[src/rtl/led_chay_ctrl.sv]
// Running-light (LED chaser) controller: rotate-left, rotate-right, bounce and fill patterns.
// Define LED_CHAY_FASTSIM_EN to shorten the step period to 16 cycles at speed 0 for simulation.
module led_chay_ctrl #(
  parameter int unsigned BASE_DIV = 12500000,
  parameter int unsigned CNT_W    = 25
) (
  input  logic       clki,
  input  logic       rst_n,
  input  logic       start,
  input  logic       stop,
  input  logic       hold,
  input  logic [1:0] mode,
  input  logic [1:0] speed,
  output logic [7:0] led,
  output logic       tick,
  output logic       wrap,
  output logic       busy
);

  localparam logic [1:0] S_IDLE  = 2'd0;
  localparam logic [1:0] S_RUN   = 2'd1;
  localparam logic [1:0] S_PAUSE = 2'd2;

  localparam logic [1:0] M_ROTL   = 2'd0;
  localparam logic [1:0] M_ROTR   = 2'd1;
  localparam logic [1:0] M_BOUNCE = 2'd2;
  localparam logic [1:0] M_FILL   = 2'd3;

  localparam logic DIR_LEFT  = 1'b0;
  localparam logic DIR_RIGHT = 1'b1;

`ifdef LED_CHAY_FASTSIM_EN
  localparam int unsigned EFF_DIV = 16;
`else
  localparam int unsigned EFF_DIV = BASE_DIV;
`endif

  localparam logic [CNT_W-1:0] LAST_S0 = CNT_W'(EFF_DIV - 1);
  localparam logic [CNT_W-1:0] LAST_S1 = CNT_W'((EFF_DIV >> 1) - 1);
  localparam logic [CNT_W-1:0] LAST_S2 = CNT_W'((EFF_DIV >> 2) - 1);
  localparam logic [CNT_W-1:0] LAST_S3 = CNT_W'((EFF_DIV >> 3) - 1);

  logic [1:0]       state;
  logic [CNT_W-1:0] cnt;
  logic [CNT_W-1:0] cnt_last;
  logic             dir;
  logic [1:0]       mode_q;
  logic [1:0]       speed_q;

  logic [7:0] init_led;
  logic [7:0] nxt_led;
  logic       nxt_wrap;
  logic       nxt_dir;

  assign busy = (state != S_IDLE);

  always_comb begin
    cnt_last = LAST_S0;
    case (speed_q)
      2'd0:    cnt_last = LAST_S0;
      2'd1:    cnt_last = LAST_S1;
      2'd2:    cnt_last = LAST_S2;
      default: cnt_last = LAST_S3;
    endcase
  end

  always_comb begin
    init_led = 8'h00;
    case (mode)
      M_ROTL:   init_led = 8'h01;
      M_ROTR:   init_led = 8'h80;
      M_BOUNCE: init_led = 8'h01;
      default:  init_led = 8'h00;
    endcase
  end

  // Bounce flips dir on arrival at an end, so the next step already heads back.
  always_comb begin
    nxt_led  = led;
    nxt_wrap = 1'b0;
    nxt_dir  = dir;
    case (mode_q)
      M_ROTL: begin
        nxt_led  = {led[6:0], led[7]};
        nxt_wrap = (led == 8'h80);
      end
      M_ROTR: begin
        nxt_led  = {led[0], led[7:1]};
        nxt_wrap = (led == 8'h01);
      end
      M_BOUNCE: begin
        if (dir == DIR_LEFT) begin
          nxt_led = {led[6:0], 1'b0};
          if (led == 8'h40) nxt_dir = DIR_RIGHT;
        end else begin
          nxt_led = {1'b0, led[7:1]};
          if (led == 8'h02) begin
            nxt_dir  = DIR_LEFT;
            nxt_wrap = 1'b1;
          end
        end
      end
      default: begin
        if (led == 8'hFF) begin
          nxt_led  = 8'h00;
          nxt_wrap = 1'b1;
        end else begin
          nxt_led = {led[6:0], 1'b1};
        end
      end
    endcase
  end

  // The edge that releases hold counts as a run cycle, so a hold of N cycles delays the step by N.
  always_ff @(posedge clki or negedge rst_n) begin
    if (!rst_n) begin
      state   <= S_IDLE;
      led     <= '0;
      tick    <= 1'b0;
      wrap    <= 1'b0;
      cnt     <= '0;
      dir     <= DIR_LEFT;
      mode_q  <= '0;
      speed_q <= '0;
    end else begin
      tick <= 1'b0;
      wrap <= 1'b0;
      case (state)
        S_IDLE: begin
          if (start && !stop) begin
            state   <= S_RUN;
            cnt     <= '0;
            mode_q  <= mode;
            speed_q <= speed;
            led     <= init_led;
            dir     <= DIR_LEFT;
          end
        end
        S_RUN, S_PAUSE: begin
          if (stop) begin
            state <= S_IDLE;
            led   <= '0;
            cnt   <= '0;
          end else if (hold) begin
            state <= S_PAUSE;
          end else begin
            state <= S_RUN;
            if (cnt == cnt_last) begin
              cnt     <= '0;
              tick    <= 1'b1;
              wrap    <= nxt_wrap;
              led     <= nxt_led;
              dir     <= nxt_dir;
              speed_q <= speed;
            end else begin
              cnt <= cnt + 1'b1;
            end
          end
        end
        default: begin
          state <= S_IDLE;
          led   <= '0;
          cnt   <= '0;
        end
      endcase
    end
  end

endmodule

[config.mk]
export PLATFORM = sky130hd
export DESIGN_NAME = led_chay_ctrl
export DESIGN_NICKNAME = d
export VERILOG_FILES = /design/src/rtl/led_chay_ctrl.sv
export SDC_FILE = /design/constraint.sdc
export NUM_CORES = 1
export LEC_CHECK = 0
export CELL_PAD_IN_SITES_DETAIL_PLACEMENT = 2
export CELL_PAD_IN_SITES_GLOBAL_PLACEMENT = 2
export CORE_MARGIN = 5
export CORE_UTILIZATION = 38
export CTS_BUF_LIST = sky130_fd_sc_hd__clkbuf_4
export CTS_CLUSTER_SIZE = 10
export DETAILED_ROUTE_END_ITERATION = 10
export GPL_TIMING_DRIVEN = 0
export HOLD_SLACK_MARGIN = 0.15
export PLACE_DENSITY_LB_ADDON = 0.1
export SLEW_MARGIN = 30
export SYNTH_ARGS = -nofsm -noshare
export SYNTH_HDL_FRONTEND = slang
export SYNTH_SLANG_ARGS = --single-unit
export TNS_END_PERCENT = 1
[constraint.sdc]
create_clock -name clki -period 2.7 [get_ports clki]
set_input_delay 0.54 -clock clki [delete_from_list [all_inputs] [get_ports clki]]
set_output_delay 0.54 -clock clki [all_outputs]
set_load 0.005 [all_outputs]
==> metrics, run 1 <==
Simple-Gate Fraction of Synth Area=25.6%; Main synth FF type=dfrtp_1; drt drc=0; share of layout cells above drive strength 1=10.6%; pwr dens=778 nW/µm²; YS warnings=0; CP Data Arrival Time=2880 ps; largest family of logic cells by synthesized area=simple AND/OR/NAND/NOR gates; dpl hpwl=5610 µm; Synth top area share=40.4%; nets=324; CTS sink count=42; routed wire length on met3=148 µm; Initial Util=38.7%; Starting DRT DRC Count=60; Cell Chain, Critical Path=nand2b_1 -> or4b_4 -> a2111oi_4 -> nand4_2 -> a21oi_4 -> buf_6 -> mux2_1; fin crit share=97.1%; ranking of synthesized cells by area=dfrtp_1 40%, xor2_1 6.1%, nor2_1 5.8%, nand4_1 3.6%, nand2_1 3.5%; combinational power share=50.3%; final core occ=44.7%; TritonCTS clock tree=built; post-detailed-route via-to-cell ratio=5.62; Worst Setup Start Kind=flip-flop; Via Count=2199; io pins=20; antenna violations before repair=0; Clock Skew=6.34 ps; die height=92.8 µm; die width=92.8 µm; commonest non-fill, non-tap cell in the layout=dfrtp_1; DRT met1 WL=3760 µm; clock network fraction of total power=14.0%; total grt overflow=0; first-pass GRT wire length=12600 µm; Post-Synth XOR/XNOR Area=8.41%; multi-input logic area=1500 µm²; FF/Latch Area=1050 µm²; Worst-path clk slew=130 ps; most frequent cells in the layout=42 x dfrtp_1, 40 x nor2_1, 24 x nand2_1; power share of the sequential group=35.8%; core area=6720 µm²; mux cell area share after synthesis=7.45%; Worst Hold Class=input pin to asynchronous set/reset pin; Root Driver=clkbuf_4; Row Count=30; Pleak=0.00127 µW; Worst path slowest cell=or4b_4; synth-to-layout area growth=15.3%; P_sw=1020 µW; DRT Pass-1 Iters=6; vias in the first global route=2394; number of diodes=0; Fin. Hold Viols=0; DR WL/cell=19.1 µm; Max Clock Freq=0.382 GHz; Slew Viols, Final=0; worst r2r src=speed_q[1]$_DFFE_PN0P_; Worst slew margin=62.3%; shortest period the worst path allows=2620 ps; Mapped Cells=281; post-synth cell types=53; Filler cells=764; max layer used=met4; Post-synth EDFFs=0; R2R setup slack=80 ps; port buffer count=19; flops & latches, synth=42; CTS Buffer Depth=2; Syn Std Cell Area=2600 µm²; internal power=1310 µW; status=finished clean; final setup fails=0; asr flop ratio synth=100%; worst skew pair latency=360 ps; Worst path max stage delay=570 ps; worst r2r dst=led[5]$_DFFE_PN0P_; routed wire length=7490 µm; CTS Hold Bufs=0; Die ar.=8600 µm²; CTS buffer count=5; Synth Area in Adders=2.40%; Syn Area/Cell=9.26 µm²; synthesized net count=295; Routed met2 length=3530 µm; slew of the pin with the lowest slew margin=565 ps; cell taking the most area after synthesis=dfrtp_1; Post-DRT Antenna Nets=0; Max IR drop VDD=419 µV; routability congestion estimate=0.737; sequential area share after synthesis=40.4%; Worst EP required=2950 ps; largest fanout on the critical path=10; All-Layer GR Usage=18.3%; CTS H-tree depth=2; largest net degree at the start of global routing=43; cell depth of the worst flop-to-flop path=7; critical path class=flip-flop to flip-flop; switching share of power=43.8%; Max-cap violations=0; final setup TNS=0 ps; compound-cell area share of the yosys netlist=12.2%; critical path endpoint category=flip-flop
[worst max-delay path: cells and delay by family (launching register included)]
kind                   cells  cell delay (ps)
AOI/OAI and AO/OA          2              610
muxes                      1              330
DFF                        1              430
buffers and inverters      1              190
and+or+nand+nor            3              960
[cells by family after synthesis]
| family | count (synthesis) |
|---|---|
| simple gates | 127 |
| compound gates | 44 |
| mux | 18 |
| flops | 42 |
| xor+xnor | 25 |
| buf+inv | 20 |
| fa+ha+maj | 5 |
[what timing repair did]
item / in CTS / in global routing
endpoints found under the setup margin: 8 / 29
resized for setup: 0 / 2
pin swaps: 2 / 1
buffers inserted: 2 / 0
[power groups by stage]
stage	Clock (µW)	Combinational, µW	Sequential [µW]
floorplan	0	805	805
global placement	0	1110	839
detailed placement	0	1160	847
CTS	336	1180	836
global route	369	1300	850
finish	326	1170	836
[state kept, by name (all words and copies together) (netlist names)]
signal and flops:
state 2, wrap 1, cnt 25, mode_q 2, led 8, speed_q 2
dir 1, tick 1
[synthesized netlist by cell type (2+ instances only)]
library cell and instances:
a211oi_1 2, a21boi_0 2, a21o_1 4, a21oi_1 7, a2bb2oi_1 2, and3_1 5
buf_2 2, buf_4 2, clkbuf_1 5, dfrtp_1 42, ha_1 5, inv_1 10
mux2_1 5, mux2_2 6, mux2i_1 7, nand2_1 24, nand2b_1 7, nand3_1 5
nand4_1 15, nor2_1 40, nor2b_1 4, nor3_1 6, nor3b_1 3, nor4b_1 2
o21ai_0 9, o22ai_1 5, o2bb2ai_1 2, o32ai_1 2, or2_2 3, or4_1 2
xnor2_1 7, xor2_1 18
[how the worst max path moves through the flow]
stage | from | end | slack (ps) | cells after the start
after global placement | stop | cnt[24]$_DFFE_PN0P_ | -1070 | 7
final | speed_q[1]$_DFFE_PN0P_ | led[5]$_DFFE_PN0P_ | 80 | 7
after floorplan | state[0]$_DFFE_PN0N_ | cnt[21]$_DFFE_PN0P_ | 230 | 8
after CTS | speed_q[1]$_DFFE_PN0P_ | led[5]$_DFFE_PN0P_ | 20 | 7
after detailed placement | stop | cnt[21]$_DFFE_PN0P_ | -180 | 8
after global routing | speed_q[1]$_DFFE_PN0P_ | led[5]$_DFFE_PN0P_ | -10 | 7
[area by class of cell]
class / instances / area share, %
Inverter: 10 / 1.25
Multi-Input combinational cell: 219 / 49.8
Clock inverter: 2 / 0.292
Tap cell: 80 / 3.33
Clock buffer: 6 / 1.50
Buffer: 9 / 1.71
Sequential cell: 42 / 35.0
Timing Repair Buffer: 23 / 7.09
[metal layers]
layer,GRT usage [%],vias to the layer above
li1,-,1055
met5,0,-
met3,3.25,5
met4,3.30,0
met1,26.1,1123
met2,29.4,16
[stage by stage]
stage / power [µW] / setup WS [ps] / instance area, µm² / std cells / hold slack, ps
2_1_floorplan: 1610 / 235 / 2600 / 281 / 244
3_3_place_gp: 1950 / -1070 / 2890 / 380 / 497
3_5_place_dp: 2010 / -177 / 2910 / 382 / 512
4_1_cts: 2350 / 15.7 / 2980 / 392 / 166
5_1_grt: 2520 / -9.68 / 3000 / 391 / 167
6_report: 2340 / 79.0 / 3000 / 391 / 152
No activity file was read; power rests on OpenSTA's default activity.
==> inputs of run 2 (changes only) <==
Settings changed: SLEW_MARGIN 30 to 10.
==> metrics, run 2 (synthesized netlist as in run 1, its figures left out) <==
status=finished clean; Routed met2 length=3650 µm (+3.6%); Pleak=0.00129 µW (+1.5%); CTS H-tree depth=2 (unchanged); shortest period the worst path allows=2580 ps (-36.9 ps); Worst slew margin=64.1% (+1.7 points); Worst Hold Class=flip-flop to flip-flop; Max Clock Freq=0.387 GHz (+1.4%); drt drc=0 (unchanged); dpl hpwl=5770 µm (+2.9%); DR WL/cell=19.6 µm (+2.2%); final core occ=45.4% (+0.69 points); final cell count without fillers=393 (+0.51%); Die ar.=8600 µm² (unchanged); largest net degree at the start of global routing=27 (-37%); routability congestion estimate=0.737 (unchanged); Worst-path clk slew=130 ps (about the same); critical path class=flip-flop to flip-flop; max layer used=met4; worst skew pair latency=360 ps (about the same); Initial Util=38.7% (unchanged); antenna violations before repair=0 (unchanged); All-Layer GR Usage=19.1% (+0.77 points); critical path endpoint category=flip-flop; Filler cells=748 (-2.1%); Max IR drop VDD=425 µV (+1.6%); number of diodes=0 (unchanged); Fin. Hold Viols=0 (unchanged); CTS buffer count=5 (unchanged); Clock Skew=9.25 ps (+2.90 ps); synth-to-layout area growth=17.1%; DRT Pass-1 Iters=5 (-1); largest fanout on the critical path=10 (unchanged); Starting DRT DRC Count=59 (-1.7%); first-pass GRT wire length=13000 µm (+3.5%); port buffer count=19 (unchanged); Row Count=30 (unchanged); pwr dens=776 nW/µm² (-0.31%); placed cells=382 (unchanged); RSZ-0062 raised after global routing=false; die height=92.8 µm (unchanged); routed wire length=7690 µm (+2.7%); Largest register FFs=25 (unchanged); final setup fails=0 (unchanged); most frequent cells in the layout=42 x dfrtp_1, 40 x nor2_1, 24 x nand2_1; Worst Setup Start Kind=flip-flop; slew of the pin with the lowest slew margin=539 ps (-25.9 ps); CTS Buffer Depth=2 (unchanged); Via Count=2213 (+0.64%); nets=326 (+0.62%); total grt overflow=0 (unchanged); Largest regs=cnt: 25 flops, led: 8 flops; core area=6720 µm² (unchanged); final setup TNS=0 ps (unchanged); Post-DRT Antenna Nets=0 (unchanged); vias in the first global route=2464 (+2.9%); die width=92.8 µm (unchanged); Largest Register=cnt; post-layout total power=2370 µW (+1.2%); Worst EP required=2960 ps (about the same); io pins=20 (unchanged); DRT met1 WL=3820 µm (+1.7%); share of layout cells above drive strength 1=11.2% (+0.57 points); Max-cap violations=0 (unchanged); fin crit share=95.7% (-1.4 points); routed wire length on met3=136 µm (-8.1%); CTS sink count=42 (unchanged); CP Data Arrival Time=2840 ps (-40 ps); post-detailed-route via-to-cell ratio=5.63 (+0.12%); TritonCTS clock tree=built; commonest non-fill, non-tap cell in the layout=dfrtp_1; Root Driver=clkbuf_4; Slew Viols, Final=0 (unchanged)
[run 2: cell types whose count changed in the layout (fill, tap and decap cells not counted), sizes merged]
| cell | before | now |
|---|---|---|
| clkbuf | 10 | 12 |
| buf | 10 | 9 |
| dlygate4sd3 | 0 | 1 |
[run 2: worst max-delay path, stage by stage, from the launching register on]
cell and delay [ps]:
dfrtp_1 430, nand2b_1 190, or4b_4 560, a2111oi_4 370, nand4_4 190, a21oi_4 230, buf_6 180, mux2_1 330
[run 2: path summary, 6_finish.rpt]
kind,start,to,slack [ps],cells past startpoint
max in group asynchronous,rst_n,cnt[5]$_DFFE_PN0P_,1550,3
setup reg to reg,speed_q[1]$_DFFE_PN0P_,led[5]$_DFFE_PN0P_,120,7
hold reg to reg,cnt[1]$_DFFE_PN0P_,cnt[1]$_DFFE_PN0P_,530,2
hold / removal,cnt[1]$_DFFE_PN0P_,cnt[1]$_DFFE_PN0P_,530,2
setup / recovery,speed_q[1]$_DFFE_PN0P_,led[5]$_DFFE_PN0P_,120,7
min in group asynchronous,rst_n,led[1]$_DFFE_PN0P_,640,2
[run 2: area by class of cell]
type	instances	area [µm²]	area share, %
clock buffer	6	45.0	1.48
sequential	42	1050	34.5
tap	80	100	3.28
inverter	10	37.5	1.23
multi-input combinational	219	1510	49.6
clock inverter	2	8.76	0.287
buffer	10	58.8	1.93
timing repair buffer	24	235	7.72
[run 2: metrics by stage]
step	cell area (µm²)	hold slack, ps	setup slack [ps]
3_5_place_dp	2920	512	-346
6_report	3050	533	116
4_1_cts	3030	541	2.84
5_1_grt	3050	566	14.0
2_1_floorplan	2600	244	235
3_3_place_gp	2890	497	-1070
[run 2: per-layer routing]
metal	vias to the layer above	GRT usage [%]
li1	1063	-
met1	1130	27.2
met2	13	30.4
met3	7	3.25
met4	0	4.03
met5	-	0
[run 2: power breakdown]
part           leakage, µW  switching, µW  internal, µW  total (µW)
combinational     0.000688            698           512        1210
sequential        0.000573            119           715         834
clock            0.0000331            213           108         321
[run 2: what timing repair did]
item / 4_1_cts / 5_1_grt
cloned: 0 / 0
hold buffers: 1 / 0
hold endpoints to repair: 16 / 0
resized for setup: 3 / 4
setup endpoints to repair: 7 / 28
buffers inserted: 2 / 0
pin swaps: 1 / 2
